## src/rtl/cnt_cmd_sequencer_if.sv

```systemverilog
// Command handshake between cnt_cmd_sequencer and fsm_counter.
// master = sequencer side, slave = counter side.
interface cnt_cmd_sequencer_if #(
   parameter int CNT_BIT = 31
) ();
   logic               o_run;
   logic [CNT_BIT-1:0] o_num_cnt;
   logic               i_idle;
   logic               i_running;
   logic               i_done;

   modport master (
      output o_run,
      output o_num_cnt,
      input  i_idle,
      input  i_running,
      input  i_done
   );

   modport slave (
      input  o_run,
      input  o_num_cnt,
      output i_idle,
      output i_running,
      output i_done
   );
endinterface

```

## src/rtl/cnt_cmd_sequencer.sv

```systemverilog
// Queues software count commands and issues them to fsm_counter,
// tracking completions, last-run cycle count and sticky errors.
module cnt_cmd_sequencer #(
   parameter int CNT_BIT = 31,
   parameter int DEPTH   = 4,
   parameter int PTR_BIT = 2
) (
   input  logic               clk,
   input  logic               reset,
   input  logic               i_push,
   input  logic [CNT_BIT-1:0] i_num_cnt,
   input  logic               i_flush,
   input  logic               i_clr,
   output logic [PTR_BIT:0]   o_level,
   output logic               o_full,
   output logic               o_empty,
   output logic               o_busy,
   output logic [1:0]         o_err,
   output logic [15:0]        o_done_cnt,
   output logic [31:0]        o_last_cycles,
   cnt_cmd_sequencer_if.master cnt_if
);

   localparam logic [1:0] S_IDLE = 2'd0;
   localparam logic [1:0] S_WAIT = 2'd1;
   localparam logic [1:0] S_RUN  = 2'd2;
   localparam logic [1:0] S_DONE = 2'd3;

   localparam logic [PTR_BIT-1:0] PTR_ONE  = 1;
   localparam logic [PTR_BIT:0]   LVL_ONE  = 1;
   localparam logic [PTR_BIT:0]   LVL_FULL = (PTR_BIT+1)'(DEPTH);

   logic [CNT_BIT-1:0] mem_q [DEPTH];
   logic [PTR_BIT-1:0] wr_ptr_q, wr_ptr_d;
   logic [PTR_BIT-1:0] rd_ptr_q, rd_ptr_d;
   logic [PTR_BIT:0]   level_q, level_d;

   logic [1:0]         state_q, state_d;
   logic [31:0]        cyc_q, cyc_d;
   logic               run_q, run_d;
   logic [CNT_BIT-1:0] num_q, num_d;
   logic [31:0]        last_q, last_d;
   logic [15:0]        done_q, done_d;
   logic [1:0]         err_q, err_d;

   logic full, empty, issue;
   logic push_ok, err_ovf, err_zero;
   logic [31:0] cyc_inc;

   assign full  = (level_q == LVL_FULL);
   assign empty = (level_q == '0);
   assign issue = (state_q == S_IDLE) && !empty
                  && cnt_if.i_idle && !i_flush;

   // Flush outranks everything, then zero count, then full.
   assign err_zero = i_push && !i_flush
                     && (i_num_cnt == '0);
   assign err_ovf  = i_push && !i_flush
                     && (i_num_cnt != '0) && full;
   assign push_ok  = i_push && !i_flush
                     && (i_num_cnt != '0) && !full;

   assign cyc_inc = (cyc_q == 32'hFFFF_FFFF) ?
                    cyc_q : cyc_q + 32'd1;

   // FIFO pointer and occupancy next state.
   always_comb begin
      wr_ptr_d = wr_ptr_q;
      rd_ptr_d = rd_ptr_q;
      level_d  = level_q;
      if (i_flush) begin
         rd_ptr_d = wr_ptr_q;
         level_d  = '0;
      end else begin
         if (push_ok) wr_ptr_d = wr_ptr_q + PTR_ONE;
         if (issue)   rd_ptr_d = rd_ptr_q + PTR_ONE;
         unique case ({push_ok, issue})
            2'b10:   level_d = level_q + LVL_ONE;
            2'b01:   level_d = level_q - LVL_ONE;
            default: level_d = level_q;
         endcase
      end
   end

   // Issue/track FSM, cycle counter and status next state.
   always_comb begin
      state_d = state_q;
      cyc_d   = cyc_q;
      run_d   = 1'b0;
      num_d   = num_q;
      last_d  = last_q;
      done_d  = done_q;
      unique case (state_q)
         S_IDLE: begin
            if (issue) begin
               num_d   = mem_q[rd_ptr_q];
               run_d   = 1'b1;
               cyc_d   = 32'd1;
               state_d = S_WAIT;
            end
         end
         S_WAIT: begin
            if (cnt_if.i_done) begin
               state_d = S_DONE;
            end else begin
               cyc_d = cyc_inc;
               if (cnt_if.i_running) state_d = S_RUN;
            end
         end
         S_RUN: begin
            if (cnt_if.i_done) state_d = S_DONE;
            else               cyc_d   = cyc_inc;
         end
         S_DONE: begin
            last_d  = cyc_q;
            if (done_q != 16'hFFFF) done_d = done_q + 16'd1;
            state_d = S_IDLE;
         end
         default: state_d = S_IDLE;
      endcase
      if (i_clr) done_d = '0;
      err_d = (i_clr ? 2'b00 : err_q) | {err_zero, err_ovf};
   end

   // Command storage; contents are don't-care until written.
   always_ff @(posedge clk) begin
      if (push_ok) mem_q[wr_ptr_q] <= i_num_cnt;
   end

   // State registers with synchronous reset.
   always_ff @(posedge clk) begin
      if (reset) begin
         wr_ptr_q <= '0;
         rd_ptr_q <= '0;
         level_q  <= '0;
         state_q  <= S_IDLE;
         cyc_q    <= '0;
         run_q    <= 1'b0;
         num_q    <= '0;
         last_q   <= '0;
         done_q   <= '0;
         err_q    <= '0;
      end else begin
         wr_ptr_q <= wr_ptr_d;
         rd_ptr_q <= rd_ptr_d;
         level_q  <= level_d;
         state_q  <= state_d;
         cyc_q    <= cyc_d;
         run_q    <= run_d;
         num_q    <= num_d;
         last_q   <= last_d;
         done_q   <= done_d;
         err_q    <= err_d;
      end
   end

   assign o_level       = level_q;
   assign o_full        = full;
   assign o_empty       = empty;
   assign o_busy        = (state_q != S_IDLE);
   assign o_err         = err_q;
   assign o_done_cnt    = done_q;
   assign o_last_cycles = last_q;
   assign cnt_if.o_run     = run_q;
   assign cnt_if.o_num_cnt = num_q;

endmodule
```

## src/flat_wrapper.sv

```systemverilog
// flat-port wrapper written by rule: the top's interface ports become plain ports
module cnt_cmd_sequencer_flat 
#(
   parameter int CNT_BIT = 31,
   parameter int DEPTH   = 4,
   parameter int PTR_BIT = 2
)
  (clk, reset, i_push, i_num_cnt, i_flush, i_clr, o_level, o_full, o_empty, o_busy, o_err, o_done_cnt, o_last_cycles, cnt_if_o_run, cnt_if_o_num_cnt, cnt_if_i_idle, cnt_if_i_running, cnt_if_i_done);
  cnt_cmd_sequencer_if #(.CNT_BIT(CNT_BIT)) cnt_if_i ();
  input  logic clk;
  input  logic reset;
  input  logic i_push;
  input  logic [CNT_BIT-1:0] i_num_cnt;
  input  logic i_flush;
  input  logic i_clr;
  output logic [PTR_BIT:0] o_level;
  output logic o_full;
  output logic o_empty;
  output logic o_busy;
  output logic [1:0] o_err;
  output logic [15:0] o_done_cnt;
  output logic [31:0] o_last_cycles;
  output wire logic [$bits(cnt_if_i.o_run)-1:0] cnt_if_o_run;
  output wire logic [$bits(cnt_if_i.o_num_cnt)-1:0] cnt_if_o_num_cnt;
  input wire logic [$bits(cnt_if_i.i_idle)-1:0] cnt_if_i_idle;
  input wire logic [$bits(cnt_if_i.i_running)-1:0] cnt_if_i_running;
  input wire logic [$bits(cnt_if_i.i_done)-1:0] cnt_if_i_done;
  assign cnt_if_o_run = cnt_if_i.o_run;
  assign cnt_if_o_num_cnt = cnt_if_i.o_num_cnt;
  assign cnt_if_i.i_idle = cnt_if_i_idle;
  assign cnt_if_i.i_running = cnt_if_i_running;
  assign cnt_if_i.i_done = cnt_if_i_done;
  cnt_cmd_sequencer #(.CNT_BIT(CNT_BIT), .DEPTH(DEPTH), .PTR_BIT(PTR_BIT)) u_core (.clk(clk), .reset(reset), .i_push(i_push), .i_num_cnt(i_num_cnt), .i_flush(i_flush), .i_clr(i_clr), .o_level(o_level), .o_full(o_full), .o_empty(o_empty), .o_busy(o_busy), .o_err(o_err), .o_done_cnt(o_done_cnt), .o_last_cycles(o_last_cycles), .cnt_if(cnt_if_i));
endmodule
```

## config.mk

```make
export PLATFORM = sky130hd
export DESIGN_NAME = cnt_cmd_sequencer_flat
export DESIGN_NICKNAME = d
export VERILOG_FILES = /design/src/rtl/cnt_cmd_sequencer_if.sv /design/src/rtl/cnt_cmd_sequencer.sv /design/src/flat_wrapper.sv
export SDC_FILE = /design/constraint.sdc
export NUM_CORES = 1
export LEC_CHECK = 0
export BUFFER_PORTS_ARGS = -buffer_cell sky130_fd_sc_hd__buf_4
export CORE_ASPECT_RATIO = 0.75
export CORE_MARGIN = 2
export CORE_UTILIZATION = 60
export DETAILED_ROUTE_END_ITERATION = 6
export GPL_ROUTABILITY_DRIVEN = 0
export GPL_TIMING_DRIVEN = 1
export PLACE_DENSITY = 0.79
export SETUP_SLACK_MARGIN = 0.1
export SYNTH_ARGS = -nofsm -noshare
export SYNTH_HDL_FRONTEND = slang
export SYNTH_SLANG_ARGS = --single-unit
```

## constraint.sdc

```tcl
create_clock -name clk -period 8.25 [get_ports clk]
set_clock_uncertainty 0.15 [all_clocks]
set_input_delay 0.4125 -clock clk [delete_from_list [all_inputs] [get_ports clk]]
set_output_delay 0.4125 -clock clk [all_outputs]
set_load 0.02 [all_outputs]
```

# == Yosys cells after proc, flatten, opt, wreduce, memory -nomap -nowiden ==
# Memories as Yosys holds them, arrays and structs flattened. A register that Yosys moved wholly into a read port is not among the register bits.
# Index checks and enable logic that the tools add are counted.
# classes
n_mux,16
n_addsub,6
n_bitwise,3
eq_ne,13
reduce_logical,28
# ops
operator,count
2-to-1 mux 32 bit,3
case mux 32 bit (2 select lines),1
adder 32 x 1 -> 32 bit (second input constant),1
equality test 32 bit (second input constant),1
logical NOT 31 bit,1
nonzero test 31 bit,1
adder 16 x 1 -> 16 bit (second input constant),1
inequality test 16 bit (second input constant),1
2-to-1 mux 2 bit,7
logical AND 1 bit,8
case mux 2 bit (4 select lines),1
nonzero test 2 bit,4
OR reduction 2 bit,4
equality test 2 bit (second input constant),3
inequality test 2 bit (second input constant),3
case mux 3 bit (2 select lines),1
AND reduction 2 bit,3
adder 2 x 1 -> 2 bit (second input constant),2
equality test 2 x 1 -> 1 bit (second input constant),2
AND reduction 4 bit,1
adder 3 x 1 -> 3 bit (second input constant),1
equality test 3 bit (second input constant),1
logical NOT 1 bit,3
logical NOT 3 bit,1
other kinds (8),11
# word_totals
in_bits,39
memories,1
ff_bits,92
ram_bits,124
# mem_list
memory,words,width,rd,rd_clocked_by_memory_dff,wr,line,text
u_core.mem_q,4,31,1,1,1,cnt_cmd_sequencer.sv:33,logic [CNT_BIT-1:0] mem_q [DEPTH];

# == Depth between registers and ports, before layout ==
# Gate-level depths: netlist of run 1.
# logic_depth
word_depth,7
depth_mapped,14
ltp_nobuf,12

# == Least setup slack after synthesis of run 1 ==
# OpenSTA, ideal clock, no wires.
# synth_path
kind,input port to flip-flop
startpoint,in i_flush
endpoint,mem u_core.mem_q[0][0] (enable)
slack_ps,5313
path_buffers,1
t_required_ps,7681
arrival_ps,2368
setup_ps,419
stages,5
path_cell_list,clkbuf_1 -> nand2b_1 -> nor2_1 -> o21ai_1 -> nor2_1
# synth_via
elab_chain_cells,6
# synth_rtl
item,line,text
"start, declared",flat_wrapper.sv:14,input logic i_flush;
logical NOT 1 bit,cnt_cmd_sequencer.sv:60,assign push_ok = i_push && !i_flush
logical AND 1 bit,cnt_cmd_sequencer.sv:60,
logical AND 1 bit (2 in series),cnt_cmd_sequencer.sv:61,&& (i_num_cnt != '0) && !full;
2-to-1 mux 1 bit,cnt_cmd_sequencer.sv:127,if (push_ok) mem_q[wr_ptr_q] <= i_num_cnt;
2-to-1 mux 1 bit (not written as such),cnt_cmd_sequencer.sv:127,
"end, declared",cnt_cmd_sequencer.sv:33,
# Every way passes these cells.

# == Final worst setup path of run 1 ==
# layout_path
startpoint,in i_num_cnt[26]
endpoint,reg u_core.level_q[2] (netlist: u_core.o_level[2])
# layout_via
elab_chain_cells,5
# layout_rtl
item,line,text
"start, declared",flat_wrapper.sv:13,input logic [CNT_BIT-1:0] i_num_cnt;
nonzero test 31 bit (*),cnt_cmd_sequencer.sv:61,
logical AND 1 bit (*) (2 in series),cnt_cmd_sequencer.sv:61,
equality test 2 x 1 -> 1 bit / equality test 2 bit (equally long branches),cnt_cmd_sequencer.sv:77,"unique case ({push_ok, issue})"
case mux 3 bit (2 select lines) / nonzero test 2 bit (equally long branches),--,
"end signal, assigned",cnt_cmd_sequencer.sv:146,level_q <= level_d;
"end, declared",cnt_cmd_sequencer.sv:36,"logic [PTR_BIT:0] level_q, level_d;"
# Every way passes the cells marked *; elsewhere a longest branch is shown, timed or not.
# A chain may end at the register's enable or synchronous reset.

==> results.py, run 1 <==
metrics = {
    "setup_path": {
        "worstSetupPathType": "input pin to flop",
        "crit_chain": "dlygate4sd3_1, buf_4, nor4_1, nand4_1, o21ai_1, ha_1, inv_1, fa_1, xor2_1, nor2_1, xnor2_1, nor3_1",
        "crit_arrival_ns": 3.86,
        "endpoint_kind": "flop",
        "critical_path.slowest_cell": "o21ai_1",
        "critical-path-top-delay-family": "simple AND/OR/NAND/NOR gates",
        "required_ns": 8.43,
        "critPathBufInv": 3,
        "slowest_delay_ns": 0.69,
        "start_kind": "input pin",
        "worstPathMaxFanout": 7,
    },
    "cts": {
        "cts_max_level": 1,
        "cts_hold_buf": 31,
        "tritoncts": "yes",
        "clock_tree.root_cell": "clkbuf_16",
        "clock_latency_ns": 0.51,
        "cts_resized": 0,
        "clock-sinks": 247,
        "cts_buffers": 24,
        "cts_buffer_depth": 3,
        "postCtsSetupBuffers": 0,
        "clkSlewWorstSetupHoldPaths_ns": 0.06,
    },
    "synth": {
        "synth-seq-cells": 247,
        "yosys.cell_types.count": 60,
        "synth_cells": 835,
        "ys_seq_area_frac": 0.600,
        "synth_area_sq_um": 10300,
        "synth-edff-count": 124,
        "yosysTopAreaCell": "edfxtp_1",
        "synth_ff_type": "edfxtp_1",
        "synthArstFlopShare": 0,
        "synth_top_area_share": 0.361,
        "synthTopCellsByCount": "edfxtp_1, dfxtp_1, nand2_1",
        "yosysMostFrequentCell": "edfxtp_1",
        "syn_nets": 887,
        "yosys_warnings": 0,
        "synth.avg_cell_area_sq_um": 12.4,
        "synth_area_leaders": "edfxtp_1, dfxtp_1, mux4_2",
    },
    "route": {
        "drc_errors": 0,
        "wl_mm": 23.8,
        "firstDrtPassIters": 7,
        "vias_per_cell": 6.13,
        "routedWlPerCell_um": 19.7,
        "postRouteAntennaNets": 0,
        "vias": 7431,
        "drt_iter0_drc": 736,
    },
    "worst_hold_path": {
        "hold_path.class": "input pin to flop",
    },
    "timing": {
        "period_share": 0.446,
        "slew_violations": 0,
        "tns_ns": 0,
        "fmax_ghz": 0.272,
        "rsz0062_at_grt": "no",
        "final_hold_viol_count": 0,
        "worst_pin_slew_ns": 0.874,
        "timing.slew.headroom": 0.417,
        "period_needed_ns": 3.68,
        "final-setup-viol-count": 0,
    },
    "global_routing": {
        "grt-ovfl-total": 0,
        "grt_pass1_vias": 7099,
        "grt_max_degree": 74,
        "grt_first_pass_wirelength_mm": 38.1,
        "grt_usage": 0.261,
        "antenna_found_initial": 0,
    },
    "floorplanning": {
        "ios": 127,
        "dieArea_sq_um": 18300,
        "die_h_um": 118,
        "core_sq_um": 16800,
        "die_w_um": 155,
        "start_util": 0.613,
        "fp-row-count": 41,
    },
    "finish": {
        "antennaDiodeCount": 0,
        "postLayoutCoreUtil": 0.741,
        "nets": 1031,
        "layout-drive-gt1-share": 0.246,
        "area_growth_pct": 20.9,
    },
    "power_and_ir_drop": {
        "power_density_nw_per_um2": 220,
        "ir_drop_mv": 0.178,
        "cellLeakagePower_nw": 4.31,
    },
    "run_status": {
        "outcome": "finished, final reports clean",
    },
    "flow_run": {
        "maxCapViolCount": 0,
    },
    "placement": {
        "hpwl_mm": 14.3,
        "io_buffer_count": 126,
    },
}
[final timing paths]
path	startpoint	endpoint	slack (ns)	cells after the start
worst min-delay path	i_flush	u_core.o_level[0]$_SDFFE_PP0P_	0.03	2
worst min register to register	u_core.cnt_if.o_num_cnt[3]$_SDFFE_PP0P_	u_core.cnt_if.o_num_cnt[3]$_SDFFE_PP0P_	0.30	2
worst max register to register	u_core.state_q[0]$_SDFFE_PP0P_	u_core.o_level[2]$_SDFFE_PP0P_	4.76	13
worst max-delay path	i_num_cnt[26]	u_core.o_level[2]$_SDFFE_PP0P_	4.57	12
[cells in the final DEF (no fill, tap or decap), types with 5 or more instances in the layout]
master	Yosys	layout
edfxtp_1	124	124
a21oi_1	40	40
mux2i_1	35	35
nor2_2	1	5
dfxtp_1	123	122
a31oi_1	14	14
inv_1	23	23
and4_1	9	9
nor4_1	9	9
clkbuf_16	0	26
nand3_1	25	25
xor2_1	12	12
clkbuf_1	25	8
o21ai_0	14	14
nand4_1	19	19
a41oi_1	5	5
nand2_1	104	104
mux4_2	31	31
ha_1	12	11
a211oi_1	6	6
nand2b_1	6	6
nor2_1	68	64
and3_1	6	6
a311oi_2	18	18
buf_4	4	137
nor3_1	17	17
dlygate4sd3_1	0	31
[area by class of cell]
type	instances	area, sq um
sequential	247	6190
clock inverter	6	58.8
timing repair buffer	168	1340
clock buffer	38	727
fill	1113	4360
inverter	23	86.3
multi-input combinational	515	3800
tap	215	269
[cells by family after synthesis]
family / Yosys count / share of synthesized area
AOI/OAI and AO/OA: 127 / 0.0945
muxes: 66 / 0.102
and+or+nand+nor: 293 / 0.141
adders and majority gates: 13 / 0.0165
DFF: 247 / 0.600
xor gates and xnor gates: 16 / 0.0136
buffers and inverters: 73 / 0.0330
[routing by layer]
layer,up-vias,track usage,wire length (um)
met1,3638,0.401,10600
met5,-,0,0
li1,3415,-,-
met3,39,0.0471,2060
met2,339,0.392,10700
met4,0,0.0585,396
[where the power goes]
part           leakage, nW  switching (mW)  total [mW]  internal [mW]
clock                0.386           0.448        1.08          0.637
combinational         1.80           0.220       0.331          0.111
sequential            2.12          0.0142        1.33           1.31
[registers in the layout, summed over array words and instances, names as in the netlist]
| register | flops |
|---|---|
| u_core.o_done_cnt | 16 |
| u_core.o_err | 2 |
| u_core.rd_ptr_q | 2 |
| u_core.cyc_q | 32 |
| u_core.state_q | 2 |
| u_core.mem_q | 124 |
| u_core.o_level | 3 |
| u_core.cnt_if.o_run | 1 |
| u_core.wr_ptr_q | 2 |
| u_core.o_last_cycles | 32 |
| u_core.cnt_if.o_num_cnt | 31 |
[stage by stage]
step | worst slack [ns] | total power [mW] | hold WS [ns] | instance area (sq um) | instances
5_1_grt | 4.37 | 2.84 | 0.0277 | 12500 | 1212
2_1_floorplan | 5.31 | 1.59 | 0.315 | 10300 | 835
4_1_cts | 4.52 | 2.75 | 0.0109 | 12500 | 1212
3_3_place_gp | 4.90 | 1.66 | 0.293 | 11400 | 1137
3_5_place_dp | 4.83 | 1.66 | 0.297 | 11400 | 1137
6_report | 4.57 | 2.74 | 0.0322 | 12500 | 1212
(Power assumes the default switching activity.)
==> inputs of run 2 (changes only) <==
--- a/config.mk
+++ b/config.mk
@@ -8,11 +8,11 @@
 export BUFFER_PORTS_ARGS = -buffer_cell sky130_fd_sc_hd__buf_4
 export CORE_ASPECT_RATIO = 0.75
 export CORE_MARGIN = 2
-export CORE_UTILIZATION = 60
+export CORE_UTILIZATION = 58
 export DETAILED_ROUTE_END_ITERATION = 6
 export GPL_ROUTABILITY_DRIVEN = 0
 export GPL_TIMING_DRIVEN = 1
-export PLACE_DENSITY = 0.79
+export PLACE_DENSITY = 0.77
 export SETUP_SLACK_MARGIN = 0.1
 export SYNTH_ARGS = -nofsm -noshare
 export SYNTH_HDL_FRONTEND = slang
==> constraint.sdc (replaced) <==
create_clock -name clk -period 3.4 [get_ports clk]
set_clock_uncertainty 0.15 [all_clocks]
set_input_delay 0.17 -clock clk [delete_from_list [all_inputs] [get_ports clk]]
set_output_delay 0.17 -clock clk [all_outputs]
set_load 0.02 [all_outputs]
==> results.py, run 2 (same netlist as run 1, synthesis figures left out) <==
metrics = {
    "floorplanning": {
        "die_h_um": 119,
        "fp-row-count": 42,
        "dieArea_sq_um": 18900,
        "start_util": 0.588,
        "core_sq_um": 17600,
        "die_w_um": 158,
        "ios": 127,
    },
    "route": {
        "postRouteAntennaNets": 0,
        "vias_per_cell": 5.89,
        "firstDrtPassIters": 5,
        "drt_iter0_drc": 721,
        "wl_mm": 23.5,
        "drc_errors": 0,
        "vias": 7345,
        "routedWlPerCell_um": 18.8,
    },
    "cts": {
        "postCtsSetupBuffers": 0,
        "cts_resized": 0,
        "clock_tree.root_cell": "clkbuf_16",
        "cts_buffer_depth": 3,
        "clkSlewWorstSetupHoldPaths_ns": 0.07,
        "cts_buffers": 24,
        "clock-sinks": 247,
        "cts_max_level": 1,
        "clock_latency_ns": 0.50,
        "tritoncts": "yes",
        "cts_hold_buf": 36,
    },
    "setup_path": {
        "worstPathMaxFanout": 5,
        "ff2ff_setup_slack_ns": 0.72,
        "r2r-end": "u_core.o_level[2]$_SDFFE_PP0P_",
        "slowest_delay_ns": 0.56,
        "critical_path.slowest_cell": "dlygate4sd3_1",
        "required_ns": 3.60,
        "endpoint_kind": "flop",
        "crit_arrival_ns": 2.96,
        "worstSetupPathType": "input pin to flop",
        "r2r-start": "u_core.state_q[0]$_SDFFE_PP0P_",
        "reg2regPathDepth": 12,
        "crit_chain": "dlygate4sd3_1, buf_4, nor4_1, nand4_1, o21ai_1, ha_1, inv_1, fa_1, xor2_1, nor2_1, xnor2_1, nor3_1",
        "start_kind": "input pin",
    },
    "timing": {
        "tns_ns": 0,
        "rsz0062_at_grt": "no",
        "worst_pin_slew_ns": 0.993,
        "period_share": 0.812,
        "fmax_ghz": 0.362,
        "timing.hold.ws_ns": 0.0860,
        "slew_violations": 0,
        "final-setup-viol-count": 0,
        "timing.slew.headroom": 0.338,
        "period_needed_ns": 2.76,
        "final_hold_viol_count": 0,
    },
    "finish": {
        "top_register": "u_core.mem_q",
        "area_growth_pct": 22.6,
        "antennaDiodeCount": 0,
        "postLayoutCoreUtil": 0.720,
        "nets": 1040,
        "layout-drive-gt1-share": 0.249,
        "largest_reg_flops": 124,
        "finalNonFillerCells": 1247,
        "nFillCells": 1225,
        "register_area_sq_um": 6190,
        "multi_input_area_sq_um": 3800,
        "final_cell_mix": "buf_4, edfxtp_1, dfxtp_1",
        "final_common_cell": "buf_4",
    },
    "worst_hold_path": {
        "hold_path_depth": 5,
        "hold_path.class": "input pin to flop",
        "hp-start": "cnt_if_i_running",
        "hold-path-endpoint": "u_core.state_q[0]$_SDFFE_PP0P_",
    },
    "power_and_ir_drop": {
        "ir_drop_mv": 0.457,
        "cellLeakagePower_nw": 4.37,
        "total_power_mw": 6.85,
        "power_density_nw_per_um2": 542,
    },
    "global_routing": {
        "grt_usage": 0.251,
        "grt_max_degree": 84,
        "grt-ovfl-total": 0,
        "antenna_found_initial": 0,
        "grt_first_pass_wirelength_mm": 37.2,
        "grt_pass1_vias": 6996,
    },
    "run_status": {
        "outcome": "finished, final reports clean",
    },
    "placement": {
        "placed_cells": 1168,
        "io_buffer_count": 126,
        "hpwl_mm": 14.2,
    },
    "flow_run": {
        "maxCapViolCount": 0,
    },
}
-- run 2: through the flow --
stage / setup WS [ns] / area [sq um]
CTS: 0.663 / 12600
global route: 0.425 / 12600
floorplan: 0.488 / 10300
global placement: 0.731 / 11400
finish: 0.638 / 12600
detailed placement: 0.709 / 11400
-- run 2: area by class of cell --
| type | instances | area share |
|---|---|---|
| Sequential cell | 247 | 0.489 |
| Tap cell | 242 | 0.0239 |
| Clock inverter | 13 | 0.0151 |
| Timing Repair Buffer | 177 | 0.113 |
| Multi-Input combinational cell | 515 | 0.301 |
| Inverter | 23 | 0.00683 |
| Clock buffer | 30 | 0.0510 |
-- run 2: power breakdown --
group	leakage [nW]	internal (mW)	switching [mW]
combinational	1.85	0.287	0.519
sequential	2.12	3.18	0.0411
clock	0.410	1.72	1.09
total	4.37	5.19	1.65
-- run 2: worst max-delay path by stage --
| stage | slack, ns | to | cells past startpoint | start |
|---|---|---|---|---|
| after CTS | 0.66 | u_core.o_level[2]$_SDFFE_PP0P_ | 12 | i_num_cnt[14] |
| after floorplan | 0.49 | u_core.mem_q[0][0]$_DFFE_PP_ | 4 | u_core.o_level[0]$_SDFFE_PP0P_ |
| after detailed placement | 0.71 | u_core.o_level[2]$_SDFFE_PP0P_ | 11 | i_num_cnt[14] |
| after global placement | 0.73 | u_core.o_level[2]$_SDFFE_PP0P_ | 11 | i_num_cnt[18] |
| after global routing | 0.42 | u_core.o_level[2]$_SDFFE_PP0P_ | 12 | i_num_cnt[22] |
| final | 0.64 | u_core.o_level[2]$_SDFFE_PP0P_ | 12 | i_num_cnt[14] |
-- run 2: per-layer routing --
metal	GRT usage	up-vias	routed length, um
li1	-	3433	-
met1	0.382	3592	10700
met2	0.379	291	10800
met3	0.0513	29	1650
met4	0.0490	0	344
met5	0	-	0
-- run 2: critical path: cells and delay by family --
family,cells,cell delay (ns)
xor+xnor,2,0.30
compound gates,1,0.26
simple gates,4,0.87
buf+inv,3,0.78
fa+ha+maj,2,0.59
